[config.mk]
export PLATFORM = sky130hd
export DESIGN_NAME = rl_agent_param
export DESIGN_NICKNAME = d
export VERILOG_FILES = /design/src/rtl/agent_pkg.sv /design/src/rtl/lfsr16.sv /design/src/rtl/rl_agent_param.sv
export SDC_FILE = /design/constraint.sdc
export NUM_CORES = 1
export LEC_CHECK = 0
export CAP_MARGIN = 40
export CORE_UTILIZATION = 40
export DETAILED_ROUTE_END_ITERATION = 6
export SLEW_MARGIN = 10
export SYNTH_ARGS = -nofsm -noshare
export SYNTH_HDL_FRONTEND = slang
export SYNTH_SLANG_ARGS = --single-unit
[constraint.sdc]
create_clock -name clk -period 5.3 [get_ports clk]
set_input_delay 1.06 -clock clk [delete_from_list [all_inputs] [get_ports clk]]
set_output_delay 1.06 -clock clk [all_outputs]
set_load 0.01 [all_outputs]
[src/rtl/agent_pkg.sv]
`default_nettype none
// +----------------------------------------------------------------------------+
// | Module  : agent_pkg                                                        |
// | Purpose : Shared types and constants for the epsilon-greedy agent:        |
// |           decision FSM state encoding, LFSR tap mask and default seed,    |
// |           parameter defaults and the LFSR next-state helper.              |
// | Ports   : none (package)                                                   |
// | Rev     : 1.0  initial release                                             |
// +----------------------------------------------------------------------------+
package agent_pkg;

  typedef enum logic [2:0] {
    ST_IDLE   = 3'd0,
    ST_UPDATE = 3'd1,
    ST_SCAN   = 3'd2,
    ST_SELECT = 3'd3,
    ST_DONE   = 3'd4
  } state_t;

  // Fibonacci taps 16,14,13,11 expressed as bit positions 15,13,12,10
  localparam logic [15:0] c_LFSR_TAPS    = 16'hB400;
  localparam logic [15:0] c_DEFAULT_SEED = 16'hACE1;

  localparam int c_DEF_NUM_ACT  = 4;
  localparam int c_DEF_RW       = 16;
  localparam int c_DEF_VW       = 20;
  localparam int c_DEF_LR_SHIFT = 3;
  localparam int c_DEF_EPS_TH   = 26;
  localparam int c_DEF_EPS_MIN  = 4;

  // One shift of the register: feedback enters at bit 0, data moves up
  function automatic logic [15:0] lfsr_next(input logic [15:0] s);
    return {s[14:0], ^(s & c_LFSR_TAPS)};
  endfunction

endpackage
`default_nettype wire

[src/rtl/lfsr16.sv]
`default_nettype none
// +----------------------------------------------------------------------------+
// | Module  : lfsr16                                                           |
// | Purpose : 16-bit Fibonacci LFSR, advances one step when step is high.     |
// |           A zero seed is replaced by the default seed so the register     |
// |           can never lock up in the all-zero state.                        |
// | Ports   : clk  - clock, rising edge                                        |
// |           rst  - asynchronous active-high reset, loads seed               |
// |           seed - reset value                                               |
// |           step - advance enable                                            |
// |           q    - current register contents                                 |
// | Rev     : 1.0  initial release                                             |
// +----------------------------------------------------------------------------+
module lfsr16
  import agent_pkg::*;
(
  input  logic        clk,
  input  logic        rst,
  input  logic [15:0] seed,
  input  logic        step,
  output logic [15:0] q
);

  logic [15:0] lfsr_q;

  always_ff @(posedge clk or posedge rst) begin
    if (rst) begin
      lfsr_q <= (seed == 16'h0000) ? c_DEFAULT_SEED : seed;
    end else if (step) begin
      lfsr_q <= lfsr_next(lfsr_q);
    end
  end

  assign q = lfsr_q;

endmodule
`default_nettype wire

[src/rtl/rl_agent_param.sv]
`default_nettype none
// +----------------------------------------------------------------------------+
// | Module  : rl_agent_param                                                   |
// | Purpose : Single-state epsilon-greedy bandit agent. Each accepted reward  |
// |           updates the value of the previous action, scans the value      |
// |           table for the argmax and selects the next action (greedy or    |
// |           random). Optional epsilon decay: define AGENT_EPS_DECAY_EN.     |
// | Ports   : clk     - clock, rising edge                                     |
// |           rst     - asynchronous active-high reset                         |
// |           v       - reward-valid strobe (accepted only when idle)          |
// |           r       - signed reward                                          |
// |           a       - chosen action                                          |
// |           d       - one-cycle decision-done pulse                          |
// |           explore - current action was a random choice                     |
// | Rev     : 1.0  initial release                                             |
// +----------------------------------------------------------------------------+
module rl_agent_param
  import agent_pkg::*;
#(
  parameter int          NUM_ACT  = c_DEF_NUM_ACT,
  parameter int          RW       = c_DEF_RW,
  parameter int          VW       = c_DEF_VW,
  parameter int          LR_SHIFT = c_DEF_LR_SHIFT,
  parameter int          EPS_TH   = c_DEF_EPS_TH,
  parameter logic [15:0] SEED     = c_DEFAULT_SEED
`ifdef AGENT_EPS_DECAY_EN
  ,
  parameter int          EPS_MIN  = c_DEF_EPS_MIN
`endif
) (
  input  logic                       clk,
  input  logic                       rst,
  input  logic                       v,
  input  logic signed [RW-1:0]       r,
  output logic [$clog2(NUM_ACT)-1:0] a,
  output logic                       d,
  output logic                       explore
);

  localparam int AW = $clog2(NUM_ACT);
  // Two guard bits: one for the difference, one for the sum
  localparam int SW = VW + 2;
  localparam logic signed [SW-1:0] c_QMAX = {{3{1'b0}}, {(VW-1){1'b1}}};
  localparam logic signed [SW-1:0] c_QMIN = {{3{1'b1}}, {(VW-1){1'b0}}};

  state_t                 state_q;
  logic [AW-1:0]          a_q;
  logic                   d_q;
  logic                   explore_q;
  logic                   has_prev_q;
  logic signed [RW-1:0]   r_q;
  logic [AW-1:0]          scan_idx_q;
  logic signed [VW-1:0]   best_val_q;
  logic [AW-1:0]          best_idx_q;
  logic signed [VW-1:0]   q_tbl_q [NUM_ACT];

  logic signed [VW-1:0]   w_q_cur;
  logic signed [VW-1:0]   w_q_scan;
  logic signed [SW-1:0]   w_r_ext;
  logic signed [SW-1:0]   w_q_ext;
  logic signed [SW-1:0]   w_diff;
  logic signed [SW-1:0]   w_step;
  logic signed [SW-1:0]   w_sum;
  logic signed [VW-1:0]   q_new_d;

  logic [15:0]            w_lfsr_q;
  logic [15:0]            w_lfsr_nxt;
  logic [7:0]             w_eps;
  logic                   w_unused_lfsr;

  assign w_q_cur  = q_tbl_q[a_q];
  assign w_q_scan = q_tbl_q[scan_idx_q];

  // Q[a] + ((r - Q[a]) >>> LR_SHIFT), saturated back to VW bits
  always_comb begin
    w_r_ext = {{(SW-RW){r_q[RW-1]}}, r_q};
    w_q_ext = {{2{w_q_cur[VW-1]}}, w_q_cur};
    w_diff  = w_r_ext - w_q_ext;
    w_step  = w_diff >>> LR_SHIFT;
    w_sum   = w_q_ext + w_step;
    q_new_d = w_sum[VW-1:0];
    if (w_sum > c_QMAX) begin
      q_new_d = c_QMAX[VW-1:0];
    end else if (w_sum < c_QMIN) begin
      q_new_d = c_QMIN[VW-1:0];
    end
  end

  lfsr16 u_lfsr (
    .clk  (clk),
    .rst  (rst),
    .seed (SEED),
    .step (state_q == ST_SELECT),
    .q    (w_lfsr_q)
  );

  // The comparison uses the value the LFSR holds after this SELECT's step
  assign w_lfsr_nxt    = lfsr_next(w_lfsr_q);
  assign w_unused_lfsr = ^w_lfsr_nxt[15:8+AW];

`ifdef AGENT_EPS_DECAY_EN
  logic [7:0] eps_q;

  always_ff @(posedge clk or posedge rst) begin
    if (rst) begin
      eps_q <= 8'(EPS_TH);
    end else if ((state_q == ST_SELECT) && (eps_q > 8'(EPS_MIN))) begin
      eps_q <= eps_q - 8'd1;
    end
  end

  assign w_eps = eps_q;
`else
  assign w_eps = 8'(EPS_TH);
`endif

  always_ff @(posedge clk or posedge rst) begin
    if (rst) begin
      state_q    <= ST_IDLE;
      a_q        <= '0;
      d_q        <= 1'b0;
      explore_q  <= 1'b0;
      has_prev_q <= 1'b0;
      r_q        <= '0;
      scan_idx_q <= '0;
      best_val_q <= '0;
      best_idx_q <= '0;
      for (int i = 0; i < NUM_ACT; i++) begin
        q_tbl_q[i] <= '0;
      end
    end else begin
      // d is registered off the DONE state, so it rises as DONE is left
      d_q <= (state_q == ST_DONE);
      case (state_q)
        ST_IDLE: begin
          if (v) begin
            r_q     <= r;
            state_q <= ST_UPDATE;
          end
        end
        ST_UPDATE: begin
          if (has_prev_q) begin
            q_tbl_q[a_q] <= q_new_d;
          end
          has_prev_q <= 1'b1;
          scan_idx_q <= '0;
          state_q    <= ST_SCAN;
        end
        ST_SCAN: begin
          // Strict greater-than keeps the lowest index on ties
          if ((scan_idx_q == '0) || (w_q_scan > best_val_q)) begin
            best_val_q <= w_q_scan;
            best_idx_q <= scan_idx_q;
          end
          if (scan_idx_q == AW'(NUM_ACT - 1)) begin
            state_q <= ST_SELECT;
          end else begin
            scan_idx_q <= scan_idx_q + 1'b1;
          end
        end
        ST_SELECT: begin
          if (w_lfsr_nxt[7:0] < w_eps) begin
            a_q       <= w_lfsr_nxt[8+AW-1:8];
            explore_q <= 1'b1;
          end else begin
            a_q       <= best_idx_q;
            explore_q <= 1'b0;
          end
          state_q <= ST_DONE;
        end
        ST_DONE: begin
          state_q <= ST_IDLE;
        end
        default: begin
          state_q <= ST_IDLE;
        end
      endcase
    end
  end

  assign a       = a_q;
  assign d       = d_q;
  assign explore = explore_q;

endmodule
`default_nettype wire

==> results.ini <==
[run_status]
status=complete, no violations

[placement]
dp.cells=1152
io_buffer_count=22
hpwlAfterDp_mm=15.2
gp_congestion=0.877

[yosys]
synth-async-reset-ratio_pct=100
synth.top_cell.area_share_pct=36.9
synth_mux_area_share_pct=20.6
syn_area_um2=9230
netlist_top_cells_area=dfrtp_1 37%, mux4_2 9.5%, ha_1 8.8%, mux2_2 7.1%, nand2_1 4.5%
synth_xor_xnor_area_share_pct=3.23
synth_edf_count=0
yosysTopAreaCell=dfrtp_1
avgSynthCellArea_um2=10.8
postSynth.topFlopCell=dfrtp_1
ys_seq_area_share_pct=39.2
synth_nets=938
synthSimpleGateAreaFrac_pct=10.7
synth_cells=853
yosysUniqueCellTypes=68
yosysWarningCount=0
synth-compound-area-share_pct=13.1
synth_top_family_by_area=multiplexers
synthAdderAreaFrac_pct=9.03
ys_ff_latch=144

[clock_network]
ctsHoldBuffers=0
clock-sinks=144
clk_latency_ns=0.43
cts-root-buf=clkbuf_16
cts_buffers=17
htreeDepth=4
clock_path_buffers=2
cts_tree=built
clkTransAtPathRegs_ns=0.07

[detailed_routing]
postRouteAntennaNets=0
first_pass_iters=5
drt_iter0_drc=349
drc_errors=0
wl_per_cell_um=18.2
vias_per_cell=5.55
vias=6618
finalWirelength_mm=21.7

[worst_setup_path]
endpoint_kind=flop
required_ns=5.61
r2r_slack_ns=0.11
crit_type=flop to flop
cp.arrival_ns=5.50
worst-path-max-fanout=5
start_kind=flop
rr_worst_depth=21

[global_route]
grt_pass1_vias=6724
grt_antenna_before_repair=0
grt_max_degree=87
grt_usage_pct=19.2
grt_first_pass_wirelength_mm=35.3
grt_overflow=0

[worst_hold_path]
hold_path.class=flop to flop
hold_depth=2

[timing]
setup_tns_ns=0
fmax_mhz=193
slew_viol_final=0
rsz0062_at_grt=true
skew_ns=0.00916
period_minus_slack_ns=5.19
setup_violations=0
relSlewSlack_pct=40.7
hold_viol_final=0
worst_slew_pin_slew_ns=0.889
post-route-period-util_pct=98.0

[die]
fp.dieH_um=154
initial_utilization_pct=40.8
design.core.area_um2=22600
dieArea_um2=23700
die_w_um=154
num_rows=55
io-pin-count=23

[flow_run]
cap_violations=0

[layout]
instances_no_fill=1192
mostFrequentLayoutCell=dfrtp_1
diodes=0
final_layout_size_suffix_gt1_share_pct=26.5
mostFrequentLayoutCells=135 x dfrtp_1, 111 x nand2_1, 61 x ha_1
fin_nets=979
syn_to_final_growth_pct=17.1
utilization_pct=47.7

==> final timing paths <==
kind,from,to
max reg2reg,a[0]$_DFFE_PP0P_,q_tbl_q[47]$_DFFE_PP0P_
max in group asynchronous,rst,u_lfsr.q[11]$_DFFE_PP1P_
max,a[0]$_DFFE_PP0P_,q_tbl_q[47]$_DFFE_PP0P_
min in group asynchronous,rst,u_lfsr.q[4]$_DFFE_PP0P_
min reg2reg,u_lfsr.q[11]$_DFFE_PP1P_,u_lfsr.q[11]$_DFFE_PP1P_
min,u_lfsr.q[11]$_DFFE_PP1P_,u_lfsr.q[11]$_DFFE_PP1P_
==> sequential cells by signal, summed over array words and instances, names as in the netlist <==
| name | count |
|---|---|
| r_q | 16 |
| best_idx_q | 2 |
| d | 1 |
| u_lfsr.q | 16 |
| scan_idx_q | 2 |
| a | 2 |
| best_val_q | 20 |
| explore | 1 |
| state_q | 3 |
| has_prev_q | 1 |
| q_tbl_q | 80 |
==> critical path: stages, from the launching register on <==
cell       delay (ns)
dfrtp_2          0.44
mux4_2           0.56
inv_2            0.10
ha_4             0.20
a21o_1           0.19
a21oi_2          0.14
nor2b_1          0.07
o41a_1           0.32
o211a_1          0.25
o21a_1           0.20
or4b_4           0.50
o2111ai_4        0.12
ha_4             0.24
a21o_1           0.19
o32ai_4          0.29
nor3_1           0.07
a21bo_2          0.22
o21ai_4          0.07
a22oi_2          0.32
buf_6            0.20
a21oi_2          0.07
mux2_4           0.28
==> cell type report <==
type                       count  area, um2
tap                          285        357
fill                        2019      11800
multi-input combinational    614       5490
clock buffer                  18        439
inverter                      60        230
sequential                   144       3610
timing repair buffer          57        552
clock inverter                14        120
==> timing repair <==
action | 4_1_cts | 5_1_grt
resized for setup | 0 | 57
endpoints found under the setup margin | 0 | 76
setup buffers | 0 | 6
==> kinds of logic (layout without fill, tap and decap cells) <==
| group | Yosys count | after routing |
|---|---|---|
| xor gates and xnor gates | 34 | 34 |
| buffers and inverters | 95 | 149 |
| DFF | 144 | 144 |
| adders and majority gates | 66 | 66 |
| muxes | 124 | 124 |
| and+or+nand+nor | 210 | 210 |
| AOI/OAI and AO/OA | 180 | 180 |
==> routing by layer <==
metal	global-route usage [%]	part of all wire, %	vias to the layer above
met4	5.24	1.3	0
met2	30.0	46	137
met1	27.2	48	3302
li1	-	-	3161
met5	0	0	-
met3	3.61	4.7	18
==> cell usage after synthesis, types with 3 or more instances <==
cell type / n
or3_1: 5
and3_1: 3
o21ai_1: 5
o211ai_1: 5
clkbuf_1: 23
o21bai_1: 6
xor2_1: 14
and2_1: 4
and4_1: 3
a22o_1: 12
a211oi_1: 4
nand4_1: 4
or2_2: 3
mux2_2: 58
buf_2: 3
a21oi_1: 37
mux4_2: 39
o21ai_0: 49
nand3_1: 9
nor2b_1: 3
buf_1: 5
nand2b_1: 12
nand2_1: 111
a21o_1: 23
xnor2_1: 20
nand3b_1: 3
nor3_1: 12
a211o_1: 3
mux2_4: 20
o21a_1: 10
mux2i_1: 7
inv_1: 60
dfstp_2: 8
dfrtp_1: 136
ha_1: 65
nor2_1: 28
==> stage by stage <==
stage	setup slack, ns	cell area [um2]	hold slack [ns]
5_1_grt	-0.0866	10800	0.486
6_report	0.108	10800	0.457
3_5_place_dp	0.0361	9920	0.449
3_3_place_gp	0.0512	9910	0.439
4_1_cts	0.00478	10500	0.460
2_1_floorplan	0.0630	9240	0.429
Power is left out: the tool's default activity adds up to more than one toggle a clock period on the data nets, which glitch-free logic cannot reach.
